$ cat src/rtl/rv32_pkg.sv
// rv32_pkg: shared RV32I constants and the branch control FSM state type.
package rv32_pkg;

    localparam logic [6:0] OPC_BRANCH = 7'b1100011;

    typedef enum logic [1:0] {
        IDLE,
        STALL,
        FLUSH
    } bcu_state_t;

endpackage

$ cat src/rtl/branch_hazard_detect.sv
// branch_hazard_detect: classifies operand hazards of a branch in ID against EX and MEM producers.
module branch_hazard_detect (
    input  logic       i_is_br,
    input  logic [4:0] i_id_rs1,
    input  logic [4:0] i_id_rs2,
    input  logic [4:0] i_ex_rd,
    input  logic       i_ex_reg_write,
    input  logic       i_ex_mem_read,
    input  logic [4:0] i_mem_rd,
    input  logic       i_mem_mem_read,
    output logic       o_haz1,
    output logic       o_haz2
);
    logic w_ex_dep, w_mem_dep;

    // x0 is never a real destination, so it cannot create a dependency
    assign w_ex_dep  = (i_ex_rd != 5'd0) && ((i_ex_rd == i_id_rs1) || (i_ex_rd == i_id_rs2));
    assign w_mem_dep = (i_mem_rd != 5'd0) && ((i_mem_rd == i_id_rs1) || (i_mem_rd == i_id_rs2));

    assign o_haz2 = i_is_br && i_ex_reg_write && i_ex_mem_read && w_ex_dep;
    assign o_haz1 = i_is_br && !o_haz2 && ((i_ex_reg_write && w_ex_dep) || (i_mem_mem_read && w_mem_dep));

endmodule

$ cat src/rtl/branch_control_unit.sv
// branch_control_unit: stalls ID-stage branches on operand hazards, redirects and flushes on taken
// branches, and counts resolved and taken conditional branches.
module branch_control_unit
    import rv32_pkg::*;
#(
    parameter int XLEN = 32
) (
    input  logic            clk,
    input  logic            reset,
    input  logic            hold,
    input  logic            id_valid,
    input  logic [6:0]      id_opcode,
    input  logic [4:0]      id_rs1,
    input  logic [4:0]      id_rs2,
    input  logic [4:0]      ex_rd,
    input  logic            ex_reg_write,
    input  logic            ex_mem_read,
    input  logic [4:0]      mem_rd,
    input  logic            mem_reg_write,
    input  logic            mem_mem_read,
    input  logic            branch_taken,
    input  logic [XLEN-1:0] branch_target,
    output logic            bolha,
    output logic            stall_pc,
    output logic            stall_ifid,
    output logic            flush_ifid,
    output logic            pc_sel,
    output logic [XLEN-1:0] pc_redirect,
    output logic [XLEN-1:0] br_count,
    output logic [XLEN-1:0] taken_count
);
    bcu_state_t      r_state;
    logic [XLEN-1:0] r_pc_redirect, r_br_count, r_taken_count;
    logic            w_is_br, w_haz1, w_haz2, w_stall, w_flush, w_resolve, w_unused;

    // a MEM-stage producer only matters when it is a load, so its write enable is not needed
    assign w_unused = mem_reg_write;

    assign w_is_br = id_valid && (id_opcode == OPC_BRANCH);

    branch_hazard_detect u_haz (
        .i_is_br        (w_is_br),
        .i_id_rs1       (id_rs1),
        .i_id_rs2       (id_rs2),
        .i_ex_rd        (ex_rd),
        .i_ex_reg_write (ex_reg_write),
        .i_ex_mem_read  (ex_mem_read),
        .i_mem_rd       (mem_rd),
        .i_mem_mem_read (mem_mem_read),
        .o_haz1         (w_haz1),
        .o_haz2         (w_haz2)
    );

    assign w_stall   = (r_state == STALL) || ((r_state == IDLE) && (w_haz1 || w_haz2));
    assign w_flush   = (r_state == FLUSH);
    assign w_resolve = (r_state == IDLE) && w_is_br && !w_haz1 && !w_haz2;

    assign stall_pc    = w_stall;
    assign stall_ifid  = w_stall;
    assign bolha       = w_stall || w_flush;
    assign flush_ifid  = w_flush;
    assign pc_sel      = w_flush;
    assign pc_redirect = r_pc_redirect;
    assign br_count    = r_br_count;
    assign taken_count = r_taken_count;

    always_ff @(posedge clk) begin
        if (reset) begin
            r_state       <= IDLE;
            r_pc_redirect <= '0;
            r_br_count    <= '0;
            r_taken_count <= '0;
        end else if (!hold) begin
            r_state <= ((r_state == IDLE) && w_haz2) ? STALL :
                       (w_resolve && branch_taken)   ? FLUSH : IDLE;
            if (w_resolve) begin
                r_br_count <= r_br_count + XLEN'(1);
                if (branch_taken) begin
                    r_taken_count <= r_taken_count + XLEN'(1);
                    r_pc_redirect <= branch_target;
                end
            end
        end
    end

endmodule

$ cat config.mk
export PLATFORM = sky130hd
export DESIGN_NAME = branch_control_unit
export DESIGN_NICKNAME = d
export VERILOG_FILES = /design/src/rtl/rv32_pkg.sv /design/src/rtl/branch_hazard_detect.sv /design/src/rtl/branch_control_unit.sv
export SDC_FILE = /design/constraint.sdc
export NUM_CORES = 1
export LEC_CHECK = 0
export ABC_AREA = 1
export ABC_CLOCK_PERIOD_IN_PS = 2350
export BUFFER_PORTS_ARGS = -buffer_cell sky130_fd_sc_hd__clkbuf_2
export CAP_MARGIN = 20
export CORE_ASPECT_RATIO = 1.4
export CORE_MARGIN = 5
export CORE_UTILIZATION = 30
export DETAILED_ROUTE_END_ITERATION = 10
export PLACE_DENSITY = 0.64
export SLEW_MARGIN = 0
export SYNTH_ARGS = -nofsm -noshare
export SYNTH_HDL_FRONTEND = slang
export SYNTH_SLANG_ARGS = --single-unit
$ cat constraint.sdc
create_clock -name clk -period 2.35 [get_ports clk]
set_input_delay 0.235 -clock clk [delete_from_list [all_inputs] [get_ports clk]]
set_output_delay 0.235 -clock clk [all_outputs]
set_load 0.005 [all_outputs]
; ---- Word-level counts from Yosys, hierarchy flattened
; Cells that the tools add are included.
[op_classes]
n_addsub = 2
n_eq_ne = 7
mux = 2
bitwise = 1
reduce_logical = 29
[op_table]
columns = operator, count
row1 = $add 32x1->32 const B, 2
row2 = $eq 5x5->1, 4
row3 = $logic_and 1x1->1, 16
row4 = $reduce_bool 5->1, 2
row5 = $eq 7x7->1 const B, 1
row6 = $logic_or 1x1->1, 6
row7 = $mux 2, 2
row8 = $reduce_and 3->1, 1
row9 = $eq 2x1->1 const B, 1
row10 = $eq 2x2->1 const B, 1
row11 = $logic_not 1->1, 2
row12 = $logic_not 2->1, 1
row13 = $reduce_and 2->1, 1
row14 = $not 1->1, 1
[totals]
reg_bits = 98
in_bits = 68
output_inout_bits = 101
elab_cells = 45

; ---- Depth between registers and ports, before layout
; Gate-level depths: netlist of run 1.
[depth]
ltp_word = 14
mapped_depth = 15
mapped_depth_nobuf = 14

; ---- Cells and area by module
; Synthesis of run 1 repeated with hierarchy kept, for this count alone.
[unflattened]
hier_cells = 911
hier_area_um2 = 5511.5
[modules_own_cells]
columns = module, instances, cells_per_inst, area_each_um2, seq_area_each_um2
row1 = branch_control_unit, 1, 825, 5119.9, 1961.9
row2 = branch_hazard_detect, 1, 86, 391.6, 0.0

; ---- Worst setup path after synthesis of run 1
; OpenSTA, ideal clock, no wires.
[synth_timing]
path_type = flip-flop to flip-flop
start = register r_br_count[0] (netlist: br_count[0])
end = register r_br_count[30] (netlist: br_count[30])
setup_time_ps = 64
arrival_time_ps = 1623
required_time_ps = 2286
setup_slack_ps = 663
stages_incl_launch_ff = 12
n_path_buf = 0
synth_period_minus_slack_ps = 1687
path_cell_list = dfxtp_1 > ha_1 > nand2_1 > nor2_1 > nand3_1 > nor2_2 > nand3_1 > nor2_4 > nand3_1 > nand2_1 > inv_1 > nor2_1
[synth_between]
elab_chain_cells = 1
[synth_rtl]
columns = item, line_no
row1 = "start, declared", branch_control_unit.sv:33  ; logic [XLEN-1:0] r_pc_redirect, r_br_count, r_taken_count;
row2 = "start signal, assigned", branch_control_unit.sv:77  ; r_br_count <= r_br_count + XLEN'(1);
row3 = $add 32x1->32, branch_control_unit.sv:77
; Every way passes these cells.
; A chain may end at the register's enable or synchronous reset.

; ---- Final worst setup path of run 1
[layout_timing]
start = register r_br_count[0] (netlist: br_count[0])
end = register r_br_count[28] (netlist: br_count[28])
; The elaborated chain is that of the path after synthesis.

==> out/results.ini, run 1 <==
[outcome]
outcome=completed

[cts]
htree_levels=3
cts.clk_slew.worst_paths_ps=80
clkLatencyLatePin_ps=360
postCtsResizedCells=0
post_cts_buffers=0
cts_tree=yes
ctsLongestPathBuffers=2
cts_num_sinks=98
hold_buffers=0
ctsRootBufferMaster=clkbuf_16
numCtsBuffers=9

[finish]
final_nets=1079
area_growth_pct=25.4
fin_util_pct=38.5
n_antenna_cell=0
layout_commonest_cell=nand2_1
drive_above_1_share_pct=22.2
mostFrequentLayoutCells=nand2_1, nor2_1, clkbuf_2
final_cell_area_um2=6730

[synthesis]
yosysUniqueCellTypes=33
ys_top_cells_by_area=dfxtp_1, nand2_1, nor2_1
synth_top_area_share_pct=36.6
avgSynthCellArea_um2=6.31
syn_nets=919
ys_seq_area_share_pct=36.6
ys_ff_latch=98
yosysTopAreaCell=dfxtp_1
syn_area_um2=5360
synth_warnings=0
synthCells=849

[setup_path]
reg2reg_from=br_count[0]
r2r-end=br_count[28]
cp.required_ps=2650
reg2reg_slack_ps=370
path_max_fanout=8
worstSetupEndpointType=flip-flop
arrival_ps=2280
worst_setup_path_start_kind=flip-flop
crit_path_start=br_count[0]
critPathKind=reg -> reg
reg2reg_depth=11

[drt]
routed-via-count=5611
drc_errors=0
wl_mm=14.7
firstDrtPassIters=4
drt-initial-drc-count=225
final_antenna_net_count=0
vias_per_cell=4.49
wl_per_cell_um=11.8

[timing]
period_share_pct=84.1
setup-tns-final_ps=0
hold_viol=0
drv_slew=0
maxSlewHeadroom_pct=61.2
finalWorstSetupSlack_ps=375
clock_skew_ps=8.38
final.min_clock_period_ps=1980
fmax_ghz=0.506
finalSetupViolCount=0
rsz0062_at_grt=false
worst_slew_pin_slew_ps=579

[place]
dpl_worst_slack_ps=367
placed_area_um2=6430
dp_hpwl_mm=11.3
io_buffers=167
gp_congestion=0.785

[min_path]
min_from=branch_target[27]
hold_depth=3
hp-class=in -> reg
min_to=pc_redirect[27]

[power_and_ir_drop]
power_mw=3.35
ir_worst_vdd_uv=393
power.leakage_nw=3.46
power_density_nw_per_um2=498

[floorplanning]
core.rowCount=57
num_io_pins=169
core-area_um2=17500
die_area_um2=20700
die_height_um=168
start_util_pct=30.7
die_w_um=123

[flow_run]
maxCapViolCount=0

[grt]
grt_pass1_vias=5259
grt_pass1_wl_mm=24.5
grt_overflow_total=0
grt_use_total_pct=14.3
antenna_found_initial=0
grt_max_degree=49

-- final cells by class --
cell class	count	area [um2]
flip-flops and latches	98	1960
clock buffers	10	239
well taps	236	295
fillers	1917	10700
multi-input cells	591	2730
clock inverters	6	56.3
repair buffers	177	948
inverters	132	495
-- report_power, final --
group | switching, mW | total [mW] | internal (mW)
Clock | 0.722 | 1.49 | 0.773
Sequential | 0.00120 | 1.66 | 1.66
Combinational | 0.111 | 0.193 | 0.0820
-- stage by stage --
step / hold slack, ps / std cells
floorplan: 304 / 849
global placement: 455 / 1234
detailed placement: 457 / 1234
CTS: 79.3 / 1250
global route: 85.8 / 1250
finish: 96.3 / 1250
-- critical path, stage by stage (launching register included) --
cell and delay [ps]:
dfxtp_1 390, ha_1 190, nand2_1 70, nor2_1 180, nand3_1 160, nor2_2 250, nand3_1 170, nor2_4 210
nand3_1 100, nand2_1 70, inv_1 30, nor2_1 80
-- metal layers --
| metal | vias up | wire length (um) | GRT usage [%] |
|---|---|---|---|
| met5 | - | 0 | 0 |
| met4 | 0 | 229 | 4.48 |
| met3 | 16 | 691 | 3.05 |
| met2 | 109 | 7660 | 26.2 |
| met1 | 2517 | 6140 | 16.2 |
| li1 | 2969 | - | - |
-- cells by family (layout without fill, tap and decap cells) --
family	count (synthesis)	count (layout)	share of synthesized area, %
simple gates	517	517	43.3
buf+inv	160	325	12.5
flops	98	98	36.6
compound gates	68	68	6.44
xor+xnor	4	4	0.653
fa+ha+maj	2	2	0.467
-- flip-flops by register name, indices dropped and copies added, names as in the netlist --
register and count:
r_state 2, taken_count 32, pc_redirect 32, br_count 32
-- how the worst max path moves through the flow --
stage / end / cells past startpoint
after CTS: br_count[28] / 11
after floorplan: br_count[30] / 11
after detailed placement: taken_count[20] / 13
final: br_count[28] / 11
after global placement: br_count[30] / 11
after global routing: br_count[28] / 11
-- cell usage after synthesis, drive strengths merged --
| library cell | n |
|---|---|
| xnor2 | 4 |
| clkbuf | 10 |
| clkinv | 1 |
| dfxtp | 98 |
| inv | 131 |
| o21bai | 1 |
| nand3 | 70 |
| o31ai | 1 |
| buf | 18 |
| nor3 | 17 |
| nor4 | 4 |
| ha | 2 |
| nor2 | 185 |
| nand4 | 33 |
| nand3b | 1 |
| a21oi | 25 |
| o21ai | 41 |
| nand2 | 207 |
Note: power is estimated with default switching activity, not from simulation.
==> run 2, diff against run 1 <==
--- a/config.mk
+++ b/config.mk
@@ -6,14 +6,14 @@
 export NUM_CORES = 1
 export LEC_CHECK = 0
 export ABC_AREA = 1
-export ABC_CLOCK_PERIOD_IN_PS = 2350
+export ABC_CLOCK_PERIOD_IN_PS = 1600
 export BUFFER_PORTS_ARGS = -buffer_cell sky130_fd_sc_hd__clkbuf_2
 export CAP_MARGIN = 20
 export CORE_ASPECT_RATIO = 1.4
 export CORE_MARGIN = 5
 export CORE_UTILIZATION = 30
 export DETAILED_ROUTE_END_ITERATION = 10
-export PLACE_DENSITY = 0.64
+export PLACE_DENSITY = 0.66
 export SLEW_MARGIN = 0
 export SYNTH_ARGS = -nofsm -noshare
 export SYNTH_HDL_FRONTEND = slang
==> constraint.sdc (replaced) <==
create_clock -name clk -period 1.6 [get_ports clk]
set_input_delay 0.16 -clock clk [delete_from_list [all_inputs] [get_ports clk]]
set_output_delay 0.16 -clock clk [all_outputs]
set_load 0.005 [all_outputs]
==> run 2 against run 1 <==
Against the previous run: the flow now finishes with violations (negative setup slack); wire length grew 18%; die area stayed put; largest power group unchanged; combinational power rose by 100%; global-route usage rose by 1.3 points; register-to-register slack got worse by 400 ps; non-clock buffer count rose by 118.
==> out/results.ini, run 2 (synthesis gave the netlist of run 1 again) <==
[cts]
clkLatencyLatePin_ps=350  ; about the same
numCtsBuffers=9  ; unchanged
ctsRootBufferMaster=clkbuf_16
cts_tree=yes
htree_levels=3  ; unchanged
cts.clk_slew.worst_paths_ps=70  ; about the same
ctsLongestPathBuffers=2  ; unchanged
cts_num_sinks=98  ; unchanged

[finish]
n_antenna_cell=0  ; unchanged
area_growth_pct=55.9
final_cell_area_um2=8360  ; +24%
mostFrequentLayoutCells=nand2_1, nor2_1, clkbuf_2
layout_commonest_cell=nand2_1
drive_above_1_share_pct=39.3  ; +17 points
fin_util_pct=47.8  ; +9.3 points
final_nets=1199  ; +11%

[floorplanning]
num_io_pins=169  ; unchanged
die_w_um=123  ; unchanged
core.rowCount=57  ; unchanged
die_height_um=168  ; unchanged
core-area_um2=17500  ; unchanged
start_util_pct=30.7  ; unchanged
die_area_um2=20700  ; unchanged

[timing]
worst_slew_pin_slew_ps=430  ; -150 ps
fmax_ghz=0.617
drv_slew=0  ; unchanged
final.min_clock_period_ps=1620
finalWorstSetupSlack_ps=-22.0  ; -397 ps
setup-tns-final_ps=-81.3  ; -81.3 ps
finalSetupViolCount=5  ; +5
whs_ps=28.6  ; -67.7 ps
rsz0062_at_grt=true
period_share_pct=101
maxSlewHeadroom_pct=71.2  ; +10 points
clock_skew_ps=7.02  ; -1.36 ps
hold_viol=0  ; unchanged

[drt]
drt-initial-drc-count=303  ; +35%
drc_errors=0  ; unchanged
firstDrtPassIters=5  ; +1
wl_per_cell_um=12.7  ; +7.6%
final_antenna_net_count=0  ; unchanged
vias_per_cell=4.57  ; +1.7%
wl_mm=17.4  ; +18%
routed-via-count=6255  ; +11%

[outcome]
violations=negative setup slack
outcome=finished with violations

[grt]
grt_pass1_wl_mm=26.5  ; +8.3%
grt_use_total_pct=15.6  ; +1.3 points
grt_overflow_total=0  ; unchanged
grt_pass1_vias=5824  ; +11%
antenna_found_initial=0  ; unchanged
grt_max_degree=45  ; -8.2%

[setup_path]
cpPeakStageDelay_ps=210  ; -180 ps
cp.required_ps=1440  ; -1210 ps
path_max_fanout=3  ; -5
crit_chain=buf_4 > nand2_1 > nand2_1 > nor2_1 > nand3_1 > nand2_2 > nand2_4 > buf_6 > o31ai_4 > inv_1 > nand2_1 > nand2_2 > nand2_1 > clkbuf_2
critPathSlowestCell=o31ai_4
crit_path_start=id_rs1[3]
worstSetupEndpointType=primary output
reg2reg_from=taken_count[0]
worst_setup_path_start_kind=input port
arrival_ps=1460  ; -820 ps
critPathKind=in -> out
path_common_cell=nand2_1

[power_and_ir_drop]
power.leakage_nw=4.27  ; +24%
power_density_nw_per_um2=612  ; +23%
ir_worst_vdd_uv=405  ; +3.1%

[place]
dp_hpwl_mm=12.6  ; +12%
gp_congestion=0.817  ; +4.1%
io_buffers=167  ; unchanged
placed_area_um2=7230  ; +12%

[min_path]
min_from=branch_target[9]
hp-class=in -> reg

[flow_run]
maxCapViolCount=0  ; unchanged

## run 2: per-layer routing
metal / wire length (um) / GRT usage, %
met5: 0 / 0
met4: 459 / 6.31
met3: 708 / 2.62
met2: 9510 / 29.3
met1: 6680 / 17.0
## run 2: metrics by stage
step           total power [mW]  setup slack, ps  std cells
5_1_grt                    5.33             -138       1370
4_1_cts                    5.15            -38.3       1351
3_3_place_gp               2.82             -151       1328
6_report                   5.11            -22.0       1370
3_5_place_dp               2.82             -186       1328
2_1_floorplan              2.65           -0.442        849
## run 2: path summary, 6_finish.rpt
| kind | slack, ps | depth (start not counted) | end |
|---|---|---|---|
| worst max register to register | -20 | 11 | taken_count[26] |
| worst max-delay path | -20 | 14 | bolha |
| worst min-delay path | 30 | 3 | pc_redirect[9] |
| worst min register to register | 510 | 2 | pc_redirect[16] |
## run 2: repair_timing
item,4_1_cts,5_1_grt
cloned,0,7
hold endpoints to repair,0,0
resized for setup,47,120
pin swaps,27,57
setup buffers,7,12
endpoints found under the setup margin,28,78
hold buffers,0,0
## run 2: report_power, final
part	leakage [nW]	total [mW]	switching [mW]	internal [mW]
clock network	0.143	2.29	1.05	1.24
registers	0.801	2.43	0.00209	2.43
logic	3.33	0.386	0.201	0.185
## run 2: critical path, delay by kind of cell
kind | cells | cell delay (ps)
and+or+nand+nor | 9 | 690
buffers and inverters | 4 | 400
AOI/OAI and AO/OA | 1 | 210
## run 2: final cells by class
cell class                 count  area, um2
tap                          236        295
multi-input combinational    593       3140
fill                        1747       9110
inverter                     132        508
clock buffer                   9        225
sequential                    98       2000
clock inverter                 7       88.8
timing repair buffer         295       2100
==> run 3, diff against run 2 <==
--- a/config.mk
+++ b/config.mk
@@ -11,9 +11,10 @@
 export CAP_MARGIN = 20
 export CORE_ASPECT_RATIO = 1.4
 export CORE_MARGIN = 5
-export CORE_UTILIZATION = 30
+export CORE_UTILIZATION = 47
+export CTS_CLUSTER_DIAMETER = 200
 export DETAILED_ROUTE_END_ITERATION = 10
-export PLACE_DENSITY = 0.66
+export PLACE_DENSITY = 0.89
 export SLEW_MARGIN = 0
 export SYNTH_ARGS = -nofsm -noshare
 export SYNTH_HDL_FRONTEND = slang
==> run 3 against run 2 <==
Against the previous run: the flow still finishes with violations (negative setup slack); critical path depth fell by 3; design area decreased by 3.5%; count of clock-buffer cells in the layout unchanged; die area fell by 34%; flip-flop and latch count unchanged; clock power is essentially flat; total power down 0.17%; critical path type is now reg -> reg; highest routed layer unchanged.
==> out/results.ini, run 3 (synthesis gave the netlist of run 1 again) <==
[drt]
drt-initial-drc-count=413  ; +36%
drc_errors=0  ; unchanged
wl_per_cell_um=14.3  ; +13%
final_antenna_net_count=0  ; unchanged
firstDrtPassIters=7  ; +2
vias_per_cell=5.17  ; +13%
routed-via-count=6515  ; +4.2%
wl_mm=18.0  ; +3.7%

[timing]
worst_slew_pin_slew_ps=477  ; +47.7 ps
clock_skew_ps=12.4  ; +5.38 ps
setup-tns-final_ps=-841  ; -760 ps
maxSlewHeadroom_pct=67.9  ; -3.4 points
period_share_pct=107  ; +6.0 points
hold_viol=0  ; unchanged
finalSetupViolCount=15  ; +10
finalWorstSetupSlack_ps=-118  ; -96.0 ps
rsz0062_at_grt=true
final.min_clock_period_ps=1720  ; +96.0 ps
fmax_ghz=0.582  ; -5.6%
drv_slew=0  ; unchanged

[setup_path]
critical_path_buf_inv_count=2  ; -2
cp_top_family=simple AND/OR/NAND/NOR gates
critPathKind=reg -> reg
crit_chain=ha_4 > nand2_4 > nor2_4 > nand2_1 > inv_2 > nand2_4 > nor4_4 > buf_4 > nand4_1 > nand2_1 > nor2_1
worst_setup_path_start_kind=flip-flop
cpPeakStageDelay_ps=360  ; +150 ps
arrival_ps=1960  ; +500 ps
path_depth=11  ; -3
path_max_fanout=5  ; +2
critPathSlowestCell=dfxtp_2
reg2reg_depth=11  ; unchanged
worstSetupEndpointType=flip-flop
cp.required_ps=1850  ; +410 ps

[finish]
fillers=873  ; -50%
drive_above_1_share_pct=37.3  ; -2.1 points
multi_input_area_um2=3090  ; -1.7%
final_nets=1181  ; -1.5%
ff_latch_area_um2=2000  ; -0.13%
mostFrequentLayoutCells=nand2_1, nor2_1, clkbuf_2
n_antenna_cell=0  ; unchanged
area_growth_pct=50.5
layout_commonest_cell=nand2_1
fin_cells=1260  ; -8.0%

[grt]
use_met2_pct=43.0  ; +14 points
grt_pass1_vias=6012  ; +3.2%
grt_util_met3_pct=4.47  ; +1.8 points
grt_use_total_pct=22.9  ; +7.3 points
grt_overflow_total=0  ; unchanged
grt_pass1_wl_mm=25.9  ; -2.3%
grt_max_degree=50  ; +11%
antenna_found_initial=0  ; unchanged
grt_use_met1_pct=24.2  ; +7.3 points
busiest_layer=met2

[floorplanning]
core-area_um2=11300  ; -35%
die_height_um=136  ; -19%
die_w_um=100  ; -18%
core.rowCount=46  ; -19%
num_io_pins=169  ; unchanged
start_util_pct=47.5  ; +17 points
die_area_um2=13700  ; -34%

[cts]
clkLatencyLatePin_ps=350  ; about the same
numCtsBuffers=9  ; unchanged
cts_tree=yes
ctsLongestPathBuffers=2  ; unchanged
cts.clk_slew.worst_paths_ps=80  ; about the same
htree_levels=3  ; unchanged
ctsRootBufferMaster=clkbuf_16
cts_num_sinks=98  ; unchanged
hold_buffers=0  ; unchanged

[power_and_ir_drop]
power_density_nw_per_um2=633  ; +3.4%
ir_worst_vdd_uv=609  ; +50%
power.leakage_nw=4.23  ; -1.0%

[place]
dpl_worst_slack_ps=-218  ; -32.8 ps
dp.cells=1213  ; -8.7%
dp_hpwl_mm=11.4  ; -9.4%
gp_congestion=0.898  ; +9.9%
io_buffers=167  ; unchanged

[min_path]
hold_depth=3  ; unchanged
hp-class=in -> reg

[outcome]
outcome=finished with violations
violations=negative setup slack

[flow_run]
maxCapViolCount=0  ; unchanged

## run 3: cell count changes in the layout (fill, tap and decap cells not counted), moves of 4 or more
cell | before | now
buf_4 | 109 | 94
buf_6 | 14 | 6
buf_8 | 5 | 0
clkbuf_8 | 0 | 4
dfxtp_1 | 78 | 84
dfxtp_2 | 15 | 7
inv_1 | 113 | 117
nand2_1 | 179 | 183
nand2_2 | 23 | 16
nor2_2 | 10 | 14
nor2_4 | 17 | 12
o21ai_0 | 39 | 26
o21ai_1 | 2 | 14
## run 3: worst paths after layout
check                     from              end  slack (ps)
max reg2reg     taken_count[1]  taken_count[26]        -120
min          branch_target[27]  pc_redirect[27]          20
min reg2reg    taken_count[22]  taken_count[22]         500
max             taken_count[1]  taken_count[26]        -120
## run 3: through the flow
stage | cell area [um2] | hold slack, ps | power, mW | util [%]
2_1_floorplan | 5390 | 229 | 2.65 | -
4_1_cts | 7410 | 19.5 | 5.11 | 65.7
5_1_grt | 8070 | 26.2 | 5.29 | 71.5
3_3_place_gp | 6920 | 381 | 2.80 | 61.3
3_5_place_dp | 6920 | 387 | 2.81 | 61.3
6_report | 8070 | 23.6 | 5.10 | 71.5
## run 3: layout make-up
class                           count  area share [%]
Inverter                          132            6.14
Timing Repair Buffer              279            24.7
Tap cell                          144            2.23
Clock inverter                      7            1.15
Multi-Input combinational cell    591            38.3
Clock buffer                        9            2.79
Sequential cell                    98            24.8
## run 3: tightest hold or removal path, stage by stage
cell,delay (ps)
clkbuf_2,80
nor2_1,30
nor2_1,70
## run 3: timing repair
item | in CTS | in global routing
cloned | 0 | 9
pin swaps | 27 | 56
resized for setup | 22 | 118
setup buffers | 11 | 12
endpoints found under the setup margin | 21 | 87
## run 3: power breakdown
part | switching, mW | internal [mW]
sequential | 0.00192 | 2.43
combinational | 0.191 | 0.164
clock | 1.06 | 1.26
## run 3: metal layers
layer / part of all wire (%) / routed length [um]
met2: 53 / 9460
met5: 0 / 0
met1: 36 / 6570
met4: 4.3 / 778
met3: 6.6 / 1200
